--- src/rtl/fft_par_pkg.sv ---
`default_nettype none
// ============================================================================
//  Module      : fft_par_pkg
//  Description : Shared constants, helper function and read-FSM state type
//                for the 4-lane parallel FFT front end.
//  Revision    : 1.0 - initial release
// ============================================================================
package fft_par_pkg;

    localparam int N_LANES   = 4;
    localparam int N_WORDS   = 8;
    localparam int FRAME_LEN = 32;

    localparam int LANE_AW   = 2;   // log2(N_LANES)
    localparam int WORD_AW   = 3;   // log2(N_WORDS)
    localparam int SAMPLE_AW = 5;   // log2(FRAME_LEN)

    // One complex sample is {re,im}.
    function automatic int sample_width(input int nb_data);
        return 2 * nb_data;
    endfunction

    typedef enum logic [0:0] {
        IDLE  = 1'b0,
        BURST = 1'b1
    } rd_state_e;

endpackage
`default_nettype wire

--- src/rtl/fft_deser_bank.sv ---
`default_nettype none
// ============================================================================
//  Module      : fft_deser_bank
//  Description : One frame store of 8 words x 4 lanes. Sample-addressed write
//                port, word-addressed read port with a registered 4-lane
//                output that holds its value while i_re is low.
//  Ports       : i_clk    clock
//                i_we     write strobe      i_waddr  sample index (0..31)
//                i_wdata  sample {re,im}
//                i_re     read strobe       i_raddr  word index (0..7)
//                o_rdata  4 lanes of the word read on the last i_re
//  Revision    : 1.0 - initial release
// ============================================================================
module fft_deser_bank
    import fft_par_pkg::*;
#(
    parameter int W = 24
) (
    input  logic                         i_clk,
    input  logic                         i_we,
    input  logic [SAMPLE_AW-1:0]         i_waddr,
    input  logic [W-1:0]                 i_wdata,
    input  logic                         i_re,
    input  logic [WORD_AW-1:0]           i_raddr,
    output logic [N_LANES-1:0][W-1:0]    o_rdata
);

    logic [W-1:0]              mem_q [FRAME_LEN];
    logic [N_LANES-1:0][W-1:0] rdata_q;

    always_ff @(posedge i_clk) begin
        if (i_we) begin
            mem_q[i_waddr] <= i_wdata;
        end
    end

    // Sample n lives at word n/4, lane n%4, so {word,lane} is the sample index.
    always_ff @(posedge i_clk) begin
        if (i_re) begin
            for (int l = 0; l < N_LANES; l++) begin
                rdata_q[l] <= mem_q[{i_raddr, LANE_AW'(l)}];
            end
        end
    end

    assign o_rdata = rdata_q;

endmodule
`default_nettype wire

--- src/rtl/fft_deserializer.sv ---
`default_nettype none
// ============================================================================
//  Module      : fft_deserializer
//  Description : Serial-to-parallel front end of the 4-lane FFT. Packs each
//                32-sample frame into a ping-pong bank and bursts it out as 8
//                consecutive 4-lane words.
//  Ports       : i_clk, i_rst (sync, active-high), i_enable (clock enable)
//                i_valid/i_sof/i_din          serial sample input
//                o_dout_ch0..3                lanes of the current word
//                o_valid/o_sof                word valid / word 0 marker
//                o_frame_err                  partial or dropped frame pulse
//  Revision    : 1.0 - initial release
// ============================================================================
module fft_deserializer
    import fft_par_pkg::*;
#(
    parameter int NB_DATA = 12
) (
    input  logic                              i_clk,
    input  logic                              i_rst,
    input  logic                              i_enable,
    input  logic                              i_valid,
    input  logic                              i_sof,
    input  logic [sample_width(NB_DATA)-1:0]  i_din,
    output logic [sample_width(NB_DATA)-1:0]  o_dout_ch0,
    output logic [sample_width(NB_DATA)-1:0]  o_dout_ch1,
    output logic [sample_width(NB_DATA)-1:0]  o_dout_ch2,
    output logic [sample_width(NB_DATA)-1:0]  o_dout_ch3,
    output logic                              o_valid,
    output logic                              o_sof,
    output logic                              o_frame_err
);

    localparam int W = sample_width(NB_DATA);

    // Write side
    logic [SAMPLE_AW-1:0] wr_cnt_q, wr_cnt_d;
    logic                 wr_bank_q, wr_bank_d;
    logic [1:0]           full_q, full_d;
    logic                 wr_en, set_full, frame_err_d;
    logic [SAMPLE_AW-1:0] wr_addr;

    // Read side
    rd_state_e            state_q, state_d;
    logic [WORD_AW-1:0]   rd_cnt_q, rd_cnt_d;
    logic                 rd_bank_q, rd_bank_d;
    logic                 rd_issue, issue_sof, clr_full;
    logic                 rd_vld_q, rd_sof_q, rd_sel_q;

    // Output registers
    logic [N_LANES-1:0][W-1:0] dout_q;
    logic                      valid_q, sof_q, frame_err_q;

    logic [N_LANES-1:0][W-1:0] bank_rdata [2];

    // A sample at wr_cnt==0 is only accepted with i_sof, which also covers the
    // unsynced period after reset.
    always_comb begin
        wr_cnt_d    = wr_cnt_q;
        wr_bank_d   = wr_bank_q;
        wr_en       = 1'b0;
        wr_addr     = wr_cnt_q;
        set_full    = 1'b0;
        frame_err_d = 1'b0;
        if (i_enable && i_valid) begin
            if (i_sof) begin
                if (full_q[wr_bank_q]) begin
                    // Target bank still awaiting readout: drop the whole frame.
                    frame_err_d = 1'b1;
                    wr_cnt_d    = '0;
                end else begin
                    frame_err_d = (wr_cnt_q != '0);
                    wr_en       = 1'b1;
                    wr_addr     = '0;
                    wr_cnt_d    = SAMPLE_AW'(1);
                end
            end else if (wr_cnt_q != '0) begin
                wr_en = 1'b1;
                if (wr_cnt_q == SAMPLE_AW'(FRAME_LEN - 1)) begin
                    set_full  = 1'b1;
                    wr_bank_d = ~wr_bank_q;
                    wr_cnt_d  = '0;
                end else begin
                    wr_cnt_d = wr_cnt_q + SAMPLE_AW'(1);
                end
            end
        end
    end

    // Read FSM. Word 0 is issued from IDLE on the same cycle the full flag is
    // seen, so a back-to-back frame follows word 7 without a bubble.
    always_comb begin
        state_d   = state_q;
        rd_cnt_d  = rd_cnt_q;
        rd_bank_d = rd_bank_q;
        rd_issue  = 1'b0;
        issue_sof = 1'b0;
        clr_full  = 1'b0;
        if (i_enable) begin
            case (state_q)
                IDLE: begin
                    if (full_q[rd_bank_q]) begin
                        rd_issue  = 1'b1;
                        issue_sof = 1'b1;
                        rd_cnt_d  = WORD_AW'(1);
                        state_d   = BURST;
                    end
                end
                BURST: begin
                    rd_issue = 1'b1;
                    if (rd_cnt_q == WORD_AW'(N_WORDS - 1)) begin
                        clr_full  = 1'b1;
                        rd_bank_d = ~rd_bank_q;
                        rd_cnt_d  = '0;
                        state_d   = IDLE;
                    end else begin
                        rd_cnt_d = rd_cnt_q + WORD_AW'(1);
                    end
                end
                default: state_d = IDLE;
            endcase
        end
    end

    // Set and clear always address different banks, so both apply.
    always_comb begin
        full_d = full_q;
        if (set_full) full_d[wr_bank_q] = 1'b1;
        if (clr_full) full_d[rd_bank_q] = 1'b0;
    end

    generate
        for (genvar b = 0; b < 2; b++) begin : g_bank
            fft_deser_bank #(
                .W (W)
            ) u_bank (
                .i_clk   (i_clk),
                .i_we    (wr_en && (wr_bank_q == 1'(b))),
                .i_waddr (wr_addr),
                .i_wdata (i_din),
                .i_re    (rd_issue && (rd_bank_q == 1'(b))),
                .i_raddr (rd_cnt_q),
                .o_rdata (bank_rdata[b])
            );
        end
    endgenerate

    always_ff @(posedge i_clk) begin
        if (i_rst) begin
            wr_cnt_q    <= '0;
            wr_bank_q   <= 1'b0;
            full_q      <= '0;
            state_q     <= IDLE;
            rd_cnt_q    <= '0;
            rd_bank_q   <= 1'b0;
            rd_vld_q    <= 1'b0;
            rd_sof_q    <= 1'b0;
            rd_sel_q    <= 1'b0;
            dout_q      <= '0;
            valid_q     <= 1'b0;
            sof_q       <= 1'b0;
            frame_err_q <= 1'b0;
        end else if (i_enable) begin
            wr_cnt_q    <= wr_cnt_d;
            wr_bank_q   <= wr_bank_d;
            full_q      <= full_d;
            state_q     <= state_d;
            rd_cnt_q    <= rd_cnt_d;
            rd_bank_q   <= rd_bank_d;
            rd_vld_q    <= rd_issue;
            rd_sof_q    <= issue_sof;
            rd_sel_q    <= rd_bank_q;
            valid_q     <= rd_vld_q;
            sof_q       <= rd_sof_q;
            frame_err_q <= frame_err_d;
            if (rd_vld_q) begin
                dout_q <= rd_sel_q ? bank_rdata[1] : bank_rdata[0];
            end
        end
    end

    assign o_dout_ch0  = dout_q[0];
    assign o_dout_ch1  = dout_q[1];
    assign o_dout_ch2  = dout_q[2];
    assign o_dout_ch3  = dout_q[3];
    assign o_valid     = valid_q;
    assign o_sof       = sof_q;
    assign o_frame_err = frame_err_q;

endmodule
`default_nettype wire

--- config.mk ---
export PLATFORM = sky130hd
export DESIGN_NAME = fft_deserializer
export DESIGN_NICKNAME = d
export VERILOG_FILES = /design/src/rtl/fft_par_pkg.sv /design/src/rtl/fft_deser_bank.sv /design/src/rtl/fft_deserializer.sv
export SDC_FILE = /design/constraint.sdc
export NUM_CORES = 2
export LEC_CHECK = 0
export CORE_MARGIN = 4
export CORE_UTILIZATION = 58
export CTS_CLUSTER_DIAMETER = 60
export CTS_CLUSTER_SIZE = 28
export DETAILED_ROUTE_END_ITERATION = 7
export PLACE_DENSITY = 0.72
export RECOVER_POWER = 50
export SETUP_SLACK_MARGIN = 0.05
export SLEW_MARGIN = 10
export SYNTH_ARGS = -nofsm -noshare
export SYNTH_HDL_FRONTEND = slang
export SYNTH_SLANG_ARGS = --single-unit
--- constraint.sdc ---
create_clock -name i_clk -period 10.7 [get_ports i_clk]
set_input_delay 1.07 -clock i_clk [delete_from_list [all_inputs] [get_ports i_clk]]
set_output_delay 1.07 -clock i_clk [all_outputs]
set_load 0.05 [all_outputs]
# Word-level counts from Yosys, hierarchy flattened
# Memories as Yosys holds them, arrays and structs flattened. A register that Yosys moved wholly into a read port is not among the register bits.
# Index checks and enable logic that the tools add are counted.
dict set report word_totals {
  reg_bits 115
  ram_bits 1536
  wordCells 93
  out_inout_bits 99
  n_memories 2
}
dict set report op_classes {
  eq_ne 3
  n_bitwise 7
  mux 45
  add_sub_neg 2
  order_cmp 4
  reduce_logical 14
}
# name depth width rd rd_clocked_by_memory_dff write_ports line_no
set mem_list {}
lappend mem_list {{g_bank[0].u_bank.mem_q} 32 24 4 4 1 fft_deser_bank.sv:28} ;# logic [W-1:0] mem_q [FRAME_LEN];
lappend mem_list {{g_bank[1].u_bank.mem_q} 32 24 4 4 1 fft_deser_bank.sv:28}
# operator n
set op_table {}
lappend op_table {{$mux 96} 1}
lappend op_table {{$mux 5} 6}
lappend op_table {{$mux 1} 29}
lappend op_table {{$logic_and 1x1->1} 7}
lappend op_table {{$mux 3} 2}
lappend op_table {{$pmux 3 s2} 1}
lappend op_table {{$reduce_and 3->1} 2}
lappend op_table {{$add 5x1->5 const B} 1}
lappend op_table {{$eq 5x5->1 const B} 1}
lappend op_table {{$reduce_and 5->1} 1}
lappend op_table {{$reduce_bool 5->1} 1}
lappend op_table {{$lt 1x2->1 const B} 2}
lappend op_table {{$mux 2} 2}
lappend op_table {{$not 1->1} 4}
lappend op_table {{$pmux 1 s2} 2}
lappend op_table {{$reduce_and 2->1} 2}
lappend op_table {{$add 3x1->3 const B} 1}
lappend op_table {{$eq 3x3->1 const B} 1}
lappend op_table {{$and 2x2->2} 1}
lappend op_table {{$demux 1 s1} 2}
lappend op_table {{$ge 1x1->1 const B} 2}
lappend op_table {{$ne 2x2->1 const B} 1}
lappend op_table {{$not 2->2} 1}
lappend op_table {{$or 2x2->2} 1}
lappend op_table {{$reduce_bool 2->1} 1}

# Logic depth before layout (Yosys ltp)
dict set report logic_depth {
  depth_word 8
  mapped_depth 8
  depth_no_buf 6
}

# By module
# A second synthesis with hierarchy kept.
dict set report hier_totals {
  hier_cells 3052
  area_unflattened_um2 69051.2
}
# module cells_each area_each_um2 n_inst
set modules_own_cells {}
lappend modules_own_cells {fft_deser_bank 1251 31920.6 2}
lappend modules_own_cells {fft_deserializer 550 5210.0 1}

# Worst setup path after synthesis
# No wires, ideal clock.
dict set report synth_timing {
  path_type {input to register}
  startpoint {input i_enable}
  endpoint {register g_bank[1].u_bank.rdata_q (netlist bit g_bank[1].u_bank.o_rdata[0]) (read register of g_bank[1].u_bank.mem_q) (enable)}
  slack_ns 1.494
  arrival_ns 8.509
  required_time_ns 10.004
  stages 3
  cell_sequence {clkbuf_1 nand2_1 a21boi_0}
}
dict set report synth_between {
  elab_chain_cells 2
}
# item line_no
set synth_lines {}
lappend synth_lines {{start, declared} fft_deserializer.sv:21} ;# input logic i_enable,
lappend synth_lines {{$mux 1} fft_deserializer.sv:99} ;# if (i_enable) begin
lappend synth_lines {{$logic_and 1x1->1} fft_deserializer.sv:141} ;# .i_re (rd_issue && (rd_bank_q == 1'(b))),
lappend synth_lines {{via g_bank[1].u_bank.i_re} fft_deser_bank.sv:23} ;# input logic i_re,
lappend synth_lines {{end, declared} fft_deser_bank.sv:29} ;# logic [N_LANES-1:0][W-1:0] rdata_q;
# The timed path passes the listed nets, and every way through them passes these cells.
# A chain may end at the register's enable or synchronous reset.

# Worst setup path in the final report
dict set report layout_timing {
  startpoint {register rd_sel_q}
  endpoint {register dout_q (netlist bit o_dout_ch0[6])}
}
dict set report layout_between {
  elab_chain_cells 1
}
# item line_no
set layout_lines {}
lappend layout_lines {{start, declared} fft_deserializer.sv:48} ;# logic rd_vld_q, rd_sof_q, rd_sel_q;
lappend layout_lines {{start signal, assigned} fft_deserializer.sv:172} ;# rd_sel_q <= rd_bank_q;
lappend layout_lines {{$mux 96} fft_deserializer.sv:177} ;# dout_q <= rd_sel_q ? bank_rdata[1] : bank_rdata[0];
lappend layout_lines {{end signal, assigned} fft_deserializer.sv:177}
lappend layout_lines {{end, declared} fft_deserializer.sv:51} ;# logic [N_LANES-1:0][W-1:0] dout_q;
# Every way passes these cells.

==> results.sh <==
export IMPL_worstHoldStart="rd_sof_q"
export IMPL_worstHoldPathType="register to register"
export IMPL_yosysUniqueCellTypes=43
export IMPL_fin_skew_ns=0.0307
export IMPL_synth_edf_count=1728
export IMPL_ant_nets=0
export IMPL_mostFrequentLayoutCell="edfxtp_1"
export IMPL_synthTopCellsByArea="edfxtp_1 (75%), mux4_2 (13%), dfxtp_1 (3.3%)"
export IMPL_avgSynthCellArea_um2=22.6
export IMPL_stdcell_count=4873
export IMPL_max_cap_viol_count=31
export IMPL_reg2regPathDepth=3
export IMPL_startpoint_type="register"
export IMPL_grt_pass1_wl_um=214000
export IMPL_postSynthNetCount=3087
export IMPL_timing_hold_ws_ns=0.487
export IMPL_ys_flop_type="edfxtp_1"
export IMPL_reg2reg_slack_ns=4.44
export IMPL_status="finished, violations left"
export IMPL_r2r_start="rd_sel_q"
export IMPL_grt_pass1_vias=31794
export IMPL_worst_pin_slew_ns=5.08
export IMPL_fin_nets=3269
export IMPL_rsz0062_at_grt="no"
export IMPL_drcViolationCount=0
export IMPL_seqPwrFrac=0.614
export IMPL_path_clk_slew_ns=0.09
export IMPL_cts_root_buf="clkbuf_16"
export IMPL_top_level_ports=128
export IMPL_tns_ns=0
export IMPL_period_needed_ns=6.26
export IMPL_p_switching_mw=2.77
export IMPL_ctsHoldBuffers=0
export IMPL_totalWireLength_um=145000
export IMPL_slew_viol_final=1895
export IMPL_coreArea_um2=118000
export IMPL_final_hold_violation_count=0
export IMPL_utilization=0.645
export IMPL_synth_area_um2=69000
export IMPL_rows=126
export IMPL_cts_buffers_inserted=112
export IMPL_share_comb_of_total_power=0.011
export IMPL_worstPathMaxFanout=50
export IMPL_grt_overflow=0
export IMPL_die_x_um=353
export IMPL_antenna_found_initial=6
export IMPL_viasPerCell=6.41
export IMPL_final_cell_mix="edfxtp_1 (1728), mux4_2 (384), mux2_2 (194)"
export IMPL_yosysWarningCount=0
export IMPL_critPathMaxStageDelay_ns=3.60
export IMPL_placement_io_buffers=127
export IMPL_die_h_um=353
export IMPL_vias=31214
export IMPL_ys_seq_area_frac=0.786
export IMPL_syn_to_final_growth_pct=10.4
export IMPL_min_to="rd_sof_q"
export IMPL_die_area_um2=125000
export IMPL_violations="capacitance limit, slew limit"
export IMPL_switching_share=0.216
export IMPL_worstPathRequired_ns=11.31
export IMPL_numClockSinks=1843
export IMPL_endpoint_kind="register"
export IMPL_clk_path_buf_depth=3
export IMPL_fmax_mhz=160
export IMPL_dp_hpwl_um=74600
export IMPL_drive_above_1_share=0.287
export IMPL_synth_area_leader_cell="edfxtp_1"
export IMPL_async_flop_share=0
export IMPL_critPathSlowestCell="clkbuf_1"
export IMPL_cts_setup_buffers=0
export IMPL_leakage_nw=22.8
export IMPL_dp_cells=4655
export IMPL_r2r_end="o_dout_ch0[6]"
export IMPL_grt_start_max_net_pins=141
export IMPL_relSlewSlack=-2.38
export IMPL_path_class="register to register"
export IMPL_p_clk_frac=0.375
export IMPL_path_cells="clkbuf_1 > mux2i_1 > a211oi_1"
export IMPL_clkLatencyLatePin_ns=0.73
export IMPL_grtUsageTotal=0.234
export IMPL_drt_iter0_drc=3585
export IMPL_ys_seq_elements=1843
export IMPL_powerDensity_nw_per_um2=168
export IMPL_cts_tree="built"
export IMPL_cp_arrival_ns=6.86
export IMPL_netlist_area_leader_share=0.752
export IMPL_synth_cells=3052
export IMPL_hold_depth=2
export IMPL_power_internal_mw=10.0
export IMPL_worst_ir_drop_vdd_mv=0.123
export IMPL_fin_crit_sh=0.585
export IMPL_finalSetupViolations=0
export IMPL_post_drt_wl_per_cell_um=29.7
export IMPL_floorplan_initialDensity=0.584
export IMPL_firstDrtPassIters=6
export IMPL_ctsResizeCount=0
export IMPL_place_congestion=0.768
export IMPL_cts_max_level=3
==> critical path: cells and delay by family (launching register included) <==
family	cells	cell delay, ns
buffers and inverters	1	3.60
flip-flops	1	1.03
multiplexers	1	0.98
AO/OA/AOI/OAI	1	0.46
==> Yosys cell counts, types with 13 or more instances <==
cell and count:
edfxtp_1 1728, mux4_2 384, mux2_2 194, nor2_1 167
dfxtp_1 115, mux2i_1 99, a211oi_1 97, clkbuf_1 78
buf_6 38, buf_1 31, buf_2 18, nand2_1 13
==> state kept, by name (all words and copies together), names as in the netlist <==
| signal | count |
|---|---|
| g_bank.u_bank.o_rdata | 192 |
| rd_vld_q | 1 |
| rd_sel_q | 1 |
| o_dout_ch2 | 24 |
| o_frame_err | 1 |
| rd_sof_q | 1 |
| o_dout_ch1 | 24 |
| state_q | 1 |
| rd_bank_q | 1 |
| o_sof | 1 |
| g_bank.u_bank.mem_q | 1536 |
| o_dout_ch0 | 24 |
| rd_cnt_q | 3 |
| wr_bank_q | 1 |
| full_q | 2 |
| wr_cnt_q | 5 |
| o_dout_ch3 | 24 |
| o_valid | 1 |
==> power groups by stage <==
stage / sequential [mW] / combinational (mW) / clock, mW
6_report: 7.87 / 0.137 / 4.80
5_1_grt: 7.87 / 0.147 / 5.21
4_1_cts: 7.85 / 0.141 / 4.89
3_5_place_dp: 8.02 / 0.141 / 0
3_3_place_gp: 8.02 / 0.129 / 0
2_1_floorplan: 8.02 / 0.0193 / 0
==> how the worst max path moves through the flow <==
stage	start	end	slack (ns)	cells after the start
6_report	rd_sel_q	o_dout_ch0[6]	4.44	3
5_1_grt	i_rst	wr_cnt_q[2]	4.24	5
4_1_cts	rd_cnt_q[0]	g_bank[1].u_bank.o_rdata[91]	6.40	4
3_5_place_dp	i_enable	g_bank[0].u_bank.mem_q[26][12]	5.87	4
3_3_place_gp	i_enable	g_bank[0].u_bank.mem_q[18][12]	6.01	4
2_1_floorplan	i_enable	g_bank[1].u_bank.o_rdata[0]	1.49	3
==> cells by family after synthesis <==
family                   Yosys count  share of synthesized area
flip-flops                      1843                      0.786
AND/OR/NAND/NOR                  220                     0.0135
adder cells (fa/ha/maj)            6                    0.00109
buffers and inverters            174                     0.0139
AO/OA/AOI/OAI                    131                     0.0142
XOR/XNOR                           1                   0.000127
multiplexers                     677                      0.171
==> metal layers <==
metal / share of wire / up-vias / GRT usage
met1: 0.40 / 16626 / 0.341
met5: 0.000090 / - / 0
met3: 0.087 / 174 / 0.0447
met2: 0.49 / 1321 / 0.377
li1: - / 13091 / -
met4: 0.019 / 2 / 0.0512
==> cell type report <==
cell class,count,area [um2]
Clock inverter,95,1230
Clock buffer,119,2850
Tap cell,1536,1920
Inverter,9,33.8
Fill cell,7473,41900
Antenna cell,3,7.51
Multi-Input combinational cell,1035,14000
Timing Repair Buffer,233,1860
Sequential cell,1843,54200
==> through the flow <==
stage               power [mW]  setup slack, ns  area [um2]
CTS                       12.9             6.40       76200
global placement          8.15             6.01       72100
global route              13.2             4.24       76100
finish                    12.8             4.44       76200
detailed placement        8.16             5.87       72100
floorplan                 8.04             1.49       69000
Power figures use the tool's default switching activity.
